**src/rtl/tile_pixel_fetch.sv**
```systemverilog
// Tile renderer front end: pixel coordinate -> tile-map select -> sprite select -> 2-bit colour.
// Three-stage valid pipeline; hold freezes every register, including the outputs.
module tile_pixel_fetch #(
  parameter int H_RES     = 640,
  parameter int V_RES     = 480,
  parameter int TILE_COLS = 40,
  parameter int TILE_ROWS = 30
) (
  input  logic        Clk,
  input  logic        Reset,
  input  logic        pix_valid,
  input  logic [9:0]  draw_x,
  input  logic [9:0]  draw_y,
  input  logic        hold,
  output logic [11:0] tile_select,
  input  logic [7:0]  tile_code,
  output logic [7:0]  sprite_select,
  input  logic [31:0] sprite_word,
  output logic        out_valid,
  output logic [1:0]  pix_color,
  output logic        frame_done
);

  localparam int TILE_COUNT = TILE_COLS * TILE_ROWS;

  // S1 state
  logic        v1_r;
  logic        in_range1_r;
  logic [3:0]  row1_r;
  logic [3:0]  col1_r;
  logic        last1_r;
  // S2 state
  logic        v2_r;
  logic        blank2_r;
  logic [3:0]  col2_r;
  logic        last2_r;

  logic        in_range_s;
  logic        last_s;
  logic [11:0] tile_index_s;
  logic [11:0] tile_select_next_s;
  logic        blank_next_s;
  logic [7:0]  sprite_select_next_s;
  logic [1:0]  pix_color_next_s;

  // Next-value logic for every stage
  always_comb begin
    in_range_s   = (draw_x < 10'(H_RES)) && (draw_y < 10'(V_RES));
    last_s       = (draw_x == 10'(H_RES - 1)) && (draw_y == 10'(V_RES - 1));
    tile_index_s = 12'(draw_y[9:4]) * 12'(TILE_COLS) + 12'(draw_x[9:4]);
    // The bound check keeps the map mux in range even under odd parameter sets
    if (in_range_s && (tile_index_s < 12'(TILE_COUNT))) begin
      tile_select_next_s = tile_index_s;
    end else begin
      tile_select_next_s = 12'd0;
    end
    blank_next_s = ~in_range1_r | (tile_code[7:4] != 4'd0);
    if (blank_next_s) begin
      sprite_select_next_s = 8'd0;
    end else begin
      sprite_select_next_s = {tile_code[3:0], row1_r};
    end
    if (v2_r && !blank2_r) begin
      pix_color_next_s = sprite_word[{col2_r, 1'b0} +: 2];
    end else begin
      pix_color_next_s = 2'd0;
    end
  end

  // S1: coordinate capture and tile address
  always_ff @(posedge Clk or posedge Reset) begin
    if (Reset) begin
      v1_r        <= 1'b0;
      in_range1_r <= 1'b0;
      tile_select <= 12'd0;
      row1_r      <= 4'd0;
      col1_r      <= 4'd0;
      last1_r     <= 1'b0;
    end else if (!hold) begin
      v1_r <= pix_valid;
      if (pix_valid) begin
        in_range1_r <= in_range_s;
        tile_select <= tile_select_next_s;
        row1_r      <= draw_y[3:0];
        col1_r      <= draw_x[3:0];
        last1_r     <= last_s;
      end else begin
        in_range1_r <= in_range1_r;
      end
    end else begin
      v1_r <= v1_r;
    end
  end

  // S2: tile code capture and sprite row address
  always_ff @(posedge Clk or posedge Reset) begin
    if (Reset) begin
      v2_r          <= 1'b0;
      blank2_r      <= 1'b1;
      sprite_select <= 8'd0;
      col2_r        <= 4'd0;
      last2_r       <= 1'b0;
    end else if (!hold) begin
      v2_r          <= v1_r;
      blank2_r      <= blank_next_s;
      sprite_select <= sprite_select_next_s;
      col2_r        <= col1_r;
      last2_r       <= last1_r;
    end else begin
      v2_r <= v2_r;
    end
  end

  // S3: colour extraction and output flags
  always_ff @(posedge Clk or posedge Reset) begin
    if (Reset) begin
      out_valid  <= 1'b0;
      pix_color  <= 2'd0;
      frame_done <= 1'b0;
    end else if (!hold) begin
      out_valid  <= v2_r;
      pix_color  <= pix_color_next_s;
      frame_done <= v2_r & last2_r;
    end else begin
      out_valid <= out_valid;
    end
  end

endmodule

```
**config.mk**
```make
export PLATFORM = sky130hd
export DESIGN_NAME = tile_pixel_fetch
export DESIGN_NICKNAME = d
export VERILOG_FILES = /design/src/rtl/tile_pixel_fetch.sv
export SDC_FILE = /design/constraint.sdc
export NUM_CORES = 1
export LEC_CHECK = 0
export CAP_MARGIN = 20
export CORE_MARGIN = 1
export CORE_UTILIZATION = 30
export DETAILED_ROUTE_END_ITERATION = 16
export PLACE_DENSITY = 0.68
export SLEW_MARGIN = 40
export SYNTH_ARGS = -nofsm -noshare
export SYNTH_HDL_FRONTEND = slang
export SYNTH_SLANG_ARGS = --single-unit
```
**constraint.sdc**
```tcl
create_clock -name Clk -period 2.3 [get_ports Clk]
set_input_delay 0.46 -clock Clk [delete_from_list [all_inputs] [get_ports Clk]]
set_output_delay 0.46 -clock Clk [all_outputs]
set_load 0.005 [all_outputs]
```
# Word-level counts from Yosys, hierarchy flattened
# Cells that the tools add are included.
# op_classes
n_addsub,1
multipliers,1
n_lt_le_gt_ge,3
eq_ne,2
shift,1
mux,3
bitwise,4
n_reduce_logical,7
# ops
operator,count
indexed part select 32 x 6 -> 2 bit,1
adder 12 x 6 -> 12 bit,1
< comparator 12 x 11 -> 1 bit (second input constant),1
2-to-1 mux 12 bit,1
equality test 10 bit (second input constant),1
equality test 10 x 9 -> 1 bit (second input constant),1
< comparator 10 bit (second input constant),1
< comparator 10 x 9 -> 1 bit (second input constant),1
multiplier 6 x 3 -> 9 bit (second input constant),1
2-to-1 mux 8 bit,1
logical AND 1 bit,4
nonzero test 4 bit,1
2-to-1 mux 2 bit,1
inverter 1 bit,2
AND reduction 2 bit,1
bitwise AND 1 bit,1
zero test 1 bit,1
bitwise OR 1 bit,1
# totals
regBits,42
in_bits,64
out_inout_bits,24
word_cells,36

# Logic depth before layout (Yosys ltp)
# Gate-level depths: netlist of run 1.
# depth
word_depth,5
mapped_depth,10
depth_no_buf,9

# Worst setup path before layout of run 1
# No wires, ideal clock.
# synth_path
kind,input to register
from,in draw_y[5]
to,reg tile_select[5]
setup_time_ns,0.121
t_arrival_ns,2.571
path_slack_ns,-0.392
cell_stages,9
path_buffers,0
cell_sequence,ha_1 -> ha_1 -> fa_1 -> o211a_1 -> o211ai_1 -> nor3_1 -> xor2_1 -> a21o_2 -> a32o_2
# synth_via
elab_chain_len,5
# synth_lines
element,line,text
from (decl),13,"input logic [9:0] draw_y,"
multiplier 6 x 3 -> 9 bit,50,tile_index_s = 12'(draw_y[9:4]) * 12'(TILE_COLS) + 12'(draw_x[9:4]);
adder 12 x 6 -> 12 bit,50,
< comparator 12 x 11 -> 1 bit,52,if (in_range_s && (tile_index_s < 12'(TILE_COUNT))) begin
logical AND 1 bit,52,
2-to-1 mux 12 bit (*),52,
to (signal assigned),83,tile_select <= tile_select_next_s;
to (decl),15,"output logic [11:0] tile_select,"
# Every way passes the cells marked *; elsewhere a longest branch is shown, timed or not.
# A chain may end at the register's enable or synchronous reset.

# Final worst setup path of run 1
# layout_path
from,in draw_y[7]
to,reg tile_select[5]
# layout_via
elab_chain_len,5
# layout_lines
element,line
multiplier 6 x 3 -> 9 bit,50
adder 12 x 6 -> 12 bit,50
< comparator 12 x 11 -> 1 bit,52
logical AND 1 bit (*),52
2-to-1 mux 12 bit (*),52
# Marked as above.

==> results by group, run 1 <==
Worst setup path
  • Critical path origin: draw_y[7]
  • Crit. path cell count: 10
  • Crit path launch type: input port
  • Req. time, crit path: 2490 ps
  • CP peak stage delay: 370 ps
  • CP bufs+invs: 2
  • FF-to-FF Start: col2_r[0]
  • Critical path class: input port to flip-flop
  • Crit-path cells: buf_8, ha_4, ha_4, fa_2, a21o_1, a21oi_2, xor2_2, o41a_1, buf_6, a32o_2
  • Cells on worst reg2reg path: 3
  • Worst Setup End Kind: flip-flop
  • Reg-to-Reg End: pix_color[1]
  • Max FO, Critical Path: 8
  • Crit path to: tile_select[5]
  • CP most frequent cell: ha_4
  • Worst Path Arrival: 2590 ps
  • CP max stage cell: fa_2
  • Kind of cell adding the most delay to the critical path: compound AO/OA/AOI/OAI gates
  • Worst R2R Setup Slack: 300 ps

Floorplan
  • Initial Util: 0.3154
  • CORE AREA: 7370 um^2
  • Chip width: 90.03 um
  • FP Rows: 31
  • Die Y: 90.03 um
  • Die ar.: 8105 um^2
  • I/O pin count: 88

Route
  • Met1 Wirelength: 2821 um
  • WL met3: 262 um
  • Antenna viol nets, final: 0
  • Met2 routed WL: 2955 um
  • Wirelength, routed: 6143 um
  • Initial DRC Count: 43
  • Top sig layer: met4
  • Drt pass-1 iters: 5
  • DR vias/cell: 4.982
  • Via Count: 1968
  • DR WL/cell: 15.55 um
  • Residual DRC: 0

Timing
  • Clk_skew: 2.045 ps
  • Hold Fails Final Rpt: 0
  • Min Tclk post-route: 2406 ps
  • Max transition margin: 0.6483
  • Fin crit share: 1.046
  • Max Freq: 415.7 MHz
  • Slew Limit Fails: 0
  • RSZ-0062 raised after global routing: true
  • Worst Tran Pin Value: 526.9 ps
  • Final setup fails: 9
  • Worst setup margin: -105.5 ps

Power
  • Pwr dens: 538.6 nW/um^2
  • Leakage Power: 1.607 nW
  • Power after layout: 2.033 mW
  • Peak VDD IR: 0.3657 mV

Placed design
  • Post-DP HPWL: 4603 um
  • Port bufs: 87
  • Inst Count DP: 384
  • RePlAce Congestion: 0.8877
  • Placement Cell Area: 3571 um^2

Clock tree
  • Clock root cell: clkbuf_8
  • Clk buf depth: 2
  • Post-CTS Hold Buffers: 0
  • Clk_lat worst skew: 290 ps
  • Clock transition at path regs: 80 ps
  • CTS sink cnt: 42
  • Cts bufs inserted: 5
  • Htree depth: 2
  • CTS tree: done

Worst hold path
  • Worst hold path type: flip-flop to flip-flop

Finish
  • Finished Layout Cells: 395
  • Final instance area: 3775 um^2
  • Ant. Diodes: 0
  • Fin nets: 372
  • Share of layout cells above drive strength 1: 0.3480
  • Syn-to-layout area delta: 62.38%

Synth
  • Yosys top cell area share: 0.4413
  • Post-synth EDFFs: 0
  • Net Count, Synth: 252
  • Syn_area_per_cell: 13.28 um^2
  • Seq/Total Area, Yosys: 0.4526
  • Post-Syn Instances: 175
  • Synth async-reset ratio: 1.000
  • Yosys cell types: 51
  • Synth area leaders: dfrtp_1 44%, mux4_2 9.7%, mux2_2 7.3%, ha_1 5.9%, a22o_1 4.1%
  • Synth Flop Type: dfrtp_1
  • Area leader, netlist: dfrtp_1
  • Mapped Area: 2325 um^2
  • Synth Warn #: 0
  • Synthesized flop and latch total: 42

GRT
  • Remaining Overflow, GRT: 0
  • GRT Util Overall: 0.1609
  • Vias in the first global route: 2127
  • Pin count of the biggest net entering global routing: 25
  • Initial antenna violation count: 0
  • Global-route wire length before repair: 10530 um

Status
  • Failing checks: negative setup slack
  • Run status: complete, but fails checks

Job
  • Max Cap Viol: 0
==> timing repair <==
action	4_1_cts	5_1_grt
resized for setup	46	1
endpoints found under the hold margin	0	0
pin swaps	19	4
cloned	0	0
endpoints found under the setup margin	11	10
setup buffers	3	0
==> metrics by stage <==
stage	setup slack (ps)	hold WS, ps	util	setup TNS, ps
CTS	-41.66	470.7	0.5112	-75.88
global placement	-874.2	451.8	0.4846	-8688
detailed placement	-919.3	459.8	0.4846	-9110
finish	-105.5	468.2	0.5122	-619.2
global route	-164.8	503.9	0.5122	-1176
floorplan	-317.7	441.5	-	-2506
==> cell type report <==
type | instances | area, um^2
clock buffers | 6 | 72.57
clock inverters | 2 | 13.76
fillers | 670 | 3595
inverters | 6 | 22.52
multi-input cells | 118 | 1358
flip-flops and latches | 42 | 1052
well taps | 99 | 123.9
repair buffers | 122 | 1132
==> tightest hold or removal path: stages (launching register included) <==
cell and delay (ps):
dfstp_2 370, inv_1 40, a21oi_1 50
==> flip-flops by register name, indices dropped and copies added, names as in the netlist <==
| register | cells |
|---|---|
| tile_select | 12 |
| sprite_select | 8 |
| col1_r | 4 |
| col2_r | 4 |
| row1_r | 4 |
| pix_color | 2 |
| blank2_r | 1 |
| frame_done | 1 |
| in_range1_r | 1 |
| last1_r | 1 |
| last2_r | 1 |
| out_valid | 1 |
| v1_r | 1 |
| v2_r | 1 |
==> cell usage after synthesis (all sizes together) (2+ instances only) <==
library cell,n
nor2b,2
nor2,2
mux2,15
dfrtp,41
clkbuf,4
a21oi,4
a32o,8
nand4,3
nand2b,2
a22o,11
ha,11
and2,3
buf,5
nand3,3
xnor2,4
mux4,10
fa,2
xor2,3
nor3,2
nand2,8
o21a,2
inv,6
a21o,4
o21ai,4
==> cell families (layout without fill, tap and decap cells) <==
kind of cell | after synthesis | in the layout | synth area share
XOR/XNOR | 8 | 8 | 0.03606
multiplexers | 25 | 25 | 0.1695
AO/OA/AOI/OAI | 41 | 41 | 0.1523
adder cells (fa/ha/maj) | 13 | 13 | 0.07643
flip-flops | 42 | 42 | 0.4526
AND/OR/NAND/NOR | 31 | 31 | 0.08289
buffers and inverters | 15 | 136 | 0.03014
==> cell usage in the layout (no fill, tap or decap), types with 2 or more instances in the layout <==
master           netlist  layout
nor3_2                 1       2
nand2_1                8       8
ha_4                   0       8
and2_1                 2       2
a21o_1                 3       3
dlygate4sd2_1          0       3
mux4_2                10      10
clkbuf_8               0       5
ha_1                  11       2
nand3_1                2       2
nand2b_1               2       2
mux2_2                15      15
a32o_1                 7       7
inv_1                  6       5
fa_2                   0       2
a21oi_1                4       3
a22o_1                11      11
xor2_2                 0       2
dfrtp_1               41      41
buf_6                  1       2
o21ai_0                3       3
xnor2_1                4       4
buf_2                  2       4
clkdlybuf4s50_1        0      78
buf_4                  1      33
nand4_1                3       3
==> per-layer routing <==
| metal | vias up | GRT usage |
|---|---|---|
| met4 | 0 | 0.04435 |
| met5 | - | 0 |
| li1 | 916 | - |
| met2 | 55 | 0.2615 |
| met3 | 10 | 0.03469 |
| met1 | 987 | 0.2166 |
==> where the power goes <==
| part | switching, mW | internal [mW] | total [mW] |
|---|---|---|---|
| registers | 0.0626 | 0.803 | 0.866 |
| clock network | 0.251 | 0.214 | 0.466 |
| logic | 0.247 | 0.455 | 0.702 |
==> how the worst min path moves through the flow <==
stage                  end         from  cells past startpoint  slack (ps)
2_1_floorplan  in_range1_r  in_range1_r                      1         440
3_3_place_gp      blank2_r     blank2_r                      2         450
3_5_place_dp      blank2_r     blank2_r                      2         460
4_1_cts           blank2_r     blank2_r                      2         470
5_1_grt           blank2_r     blank2_r                      2         500
6_report          blank2_r     blank2_r                      2         470
No activity file was read; power rests on OpenSTA's default activity.
==> run 2, diff against run 1 <==
--- a/config.mk
+++ b/config.mk
@@ -8,9 +8,9 @@
 export CAP_MARGIN = 20
 export CORE_MARGIN = 1
 export CORE_UTILIZATION = 30
+export CTS_CLUSTER_DIAMETER = 100
 export DETAILED_ROUTE_END_ITERATION = 16
 export PLACE_DENSITY = 0.68
-export SLEW_MARGIN = 40
 export SYNTH_ARGS = -nofsm -noshare
 export SYNTH_HDL_FRONTEND = slang
 export SYNTH_SLANG_ARGS = --single-unit
==> results of run 2 <==
Final layout, timing and power as in run 1 (identical DEF).
==> run 3, diff against run 2 <==
--- a/config.mk
+++ b/config.mk
@@ -6,6 +6,7 @@
 export NUM_CORES = 1
 export LEC_CHECK = 0
 export CAP_MARGIN = 20
+export CORE_ASPECT_RATIO = 0.75
 export CORE_MARGIN = 1
 export CORE_UTILIZATION = 30
 export CTS_CLUSTER_DIAMETER = 100
==> constraint.sdc (replaced) <==
create_clock -name Clk -period 2.3 [get_ports Clk]
set_input_delay 0.345 -clock Clk [delete_from_list [all_inputs] [get_ports Clk]]
set_output_delay 0.345 -clock Clk [all_outputs]
set_load 0.005 [all_outputs]
==> run 3 against run 2 <==
The run now ends clean. Critical path type unchanged. First-iteration DRC count rose by 79%. Sequential power barely moved. Combinational power rose by 2%. Register-to-register slack barely moved. Via count fell by 2.0%. Critical endpoint is now tile_select[1]. Utilization barely moved. Final area rose by 0.83%.
==> results by group, run 3 (synthesized netlist as in run 1, its figures left out) <==
Floorplan
  • Initial Util: 0.3128 (was 0.3154)
  • Chip width: 103.6 um (was 90.03 um)
  • CORE AREA: 7432 um^2 (was 7370 um^2)
  • Die Y: 78.24 um (was 90.03 um)
  • FP Rows: 27 (was 31)
  • I/O pin count: 88 (unchanged)
  • Die ar.: 8109 um^2 (was 8105 um^2)

Timing
  • Clk_skew: 10.91 ps (was 2.045 ps)
  • Max Freq: 436.4 MHz (was 415.7 MHz)
  • Final setup fails: 0 (was 9)
  • RSZ-0062 raised after global routing: true (unchanged)
  • Max transition margin: 0.6551 (was 0.6483)
  • Hold_ws: 476.1 ps (was 468.2 ps)
  • Worst setup margin: 8.479 ps (was -105.5 ps)
  • Fin crit share: 0.9963 (was 1.046)
  • Hold Fails Final Rpt: 0 (unchanged)
  • Worst Tran Pin Value: 517.3 ps (was 526.9 ps)
  • Slew Limit Fails: 0 (unchanged)
  • Min Tclk post-route: 2292 ps (was 2406 ps)

Power
  • Leakage Power: 1.632 nW (was 1.607 nW)
  • Clock Power Share: 0.228 (was 0.229)
  • Switching portion of total power: 0.2802 (was 0.2760)
  • Pwr dens: 539.5 nW/um^2 (was 538.6 nW/um^2)
  • Sequential share of power: 0.423 (was 0.426)
  • Sw Pwr: 575.3 uW (was 561.1 uW)
  • Comb pwr share: 0.349 (was 0.345)
  • Internal power: 1.478 mW (was 1.472 mW)
  • Peak VDD IR: 0.2513 mV (was 0.3657 mV)

GRT
  • Initial antenna violation count: 0 (unchanged)
  • Global-route wire length before repair: 10220 um (was 10530 um)
  • Remaining Overflow, GRT: 0 (unchanged)
  • Pin count of the biggest net entering global routing: 43 (was 25)
  • GRT Util Overall: 0.1620 (was 0.1609)
  • Vias in the first global route: 1995 (was 2127)

Finish
  • Fin nets: 375 (was 372)
  • Syn-to-layout area delta: 63.72% (was 62.38%)
  • Ant. Diodes: 0 (unchanged)
  • Largest register FFs: 12 (unchanged)
  • Fillcell total: 674 (was 670)
  • Share of layout cells above drive strength 1: 0.3478 (was 0.3480)
  • Top reg by flops: tile_select (unchanged)
  • Final instance area: 3806 um^2 (was 3775 um^2)
  • Most common cell after layout, fill and taps aside: clkdlybuf4s50_1 (unchanged)
  • Top flop regs: tile_select (12), sprite_select (8) (unchanged)
  • Finished Layout Cells: 400 (was 395)
  • Most frequent cells in the layout: 78 x clkdlybuf4s50_1, 41 x dfrtp_1, 36 x buf_4 (was 78 x clkdlybuf4s50_1, 41 x dfrtp_1, 33 x buf_4)

Placed design
  • Placement Cell Area: 3553 um^2 (was 3571 um^2)
  • Port bufs: 87 (unchanged)
  • DP Worst Slack: -878.1 ps (was -919.3 ps)
  • Inst Count DP: 387 (was 384)
  • RePlAce Congestion: 0.8043 (was 0.8877)
  • Post-DP HPWL: 4767 um (was 4603 um)

Clock tree
  • CTS sink cnt: 42 (unchanged)
  • CTS tree: done (unchanged)
  • Clock transition at path regs: 80 ps (about the same)
  • Clk buf depth: 2 (unchanged)
  • Clock root cell: clkbuf_8 (unchanged)
  • Post-CTS Hold Buffers: 0 (unchanged)
  • Htree depth: 2 (unchanged)
  • Clk_lat worst skew: 290 ps (about the same)
  • Cts bufs inserted: 5 (unchanged)

Worst setup path
  • Critical path origin: draw_y[7] (unchanged)
  • Reg-to-Reg End: pix_color[0] (was pix_color[1])
  • Worst Setup End Kind: flip-flop (unchanged)
  • Critical path class: input port to flip-flop (unchanged)
  • FF-to-FF Start: col2_r[0] (unchanged)
  • Worst Path Arrival: 2470 ps (was 2590 ps)
  • Crit path launch type: input port (unchanged)
  • Worst R2R Setup Slack: 310 ps (was 300 ps)
  • Cells on worst reg2reg path: 3 (unchanged)
  • Req. time, crit path: 2470 ps (was 2490 ps)
  • Max FO, Critical Path: 6 (was 8)

Route
  • Initial DRC Count: 77 (was 43)
  • Drt pass-1 iters: 4 (was 5)
  • Antenna viol nets, final: 0 (unchanged)
  • Via Count: 1928 (was 1968)
  • Residual DRC: 0 (unchanged)
  • DR WL/cell: 15.92 um (was 15.55 um)
  • DR vias/cell: 4.820 (was 4.982)
  • Wirelength, routed: 6366 um (was 6143 um)

Job
  • Max Cap Viol: 0 (unchanged)

Worst hold path
  • Hold worst-path end: blank2_r (unchanged)
  • Worst hold path type: flip-flop to flip-flop (unchanged)
  • Worst hold path startpoint: blank2_r (unchanged)
  • Worst hold stages: 2 (unchanged)

Status
  • Run status: completed (was complete, but fails checks)
[run 3: repair_timing]
item | CTS | global route
gates resized for setup | 38 | 14
pin swaps | 15 | 5
hold endpoints to repair | 0 | 0
setup buffers | 3 | 2
setup endpoints to repair | 11 | 8
[run 3: cell type report]
type	instances	area, um^2	share of cell area
clock inverters	2	13.76	0.003616
well taps	101	126.4	0.03320
inverters	6	22.52	0.005917
clock buffers	6	72.57	0.01907
flip-flops and latches	42	1052	0.2765
repair buffers	125	1156	0.3037
multi-input cells	118	1363	0.3580
[run 3: layer usage]
layer,vias up,wire [um],global-route usage
met5,-,0,0
met4,0,84,0.04928
met3,9,341,0.04070
met2,68,2912,0.2470
met1,934,3027,0.2259
li1,917,-,-
[run 3: power by group through the flow]
stage	clock, mW	sequential [mW]	combinational [mW]
2_1_floorplan	0	0.849	0.360
3_3_place_gp	0	0.881	0.643
3_5_place_dp	0	0.883	0.652
4_1_cts	0.486	0.868	0.685
5_1_grt	0.518	0.880	0.772
6_report	0.468	0.868	0.717
[run 3: worst max-delay path by stage]
stage	to	slack, ps	depth (start not counted)
6_report	tile_select[1]	8	10
5_1_grt	tile_select[5]	-40	9
4_1_cts	tile_select[1]	-20	10
3_5_place_dp	tile_select[5]	-880	10
3_3_place_gp	tile_select[5]	-770	10
2_1_floorplan	tile_select[5]	-210	9
[run 3: stage by stage]
step | utilization | total power, mW | setup TNS, ps
CTS | 0.5017 | 2.040 | -20.09
global placement | 0.4781 | 1.525 | -7523
floorplan | - | 1.209 | -1511
detailed placement | 0.4781 | 1.535 | -8691
finish | 0.5121 | 2.053 | 0
global route | 0.5121 | 2.170 | -217.0
[run 3: worst max-delay path, stage by stage]
cell and delay (ps):
buf_8 100, ha_4 230, ha_4 160, fa_2 340, buf_6 130, xor2_4 150
nand3_2 100, o41a_1 490, buf_6 160, a32o_1 240
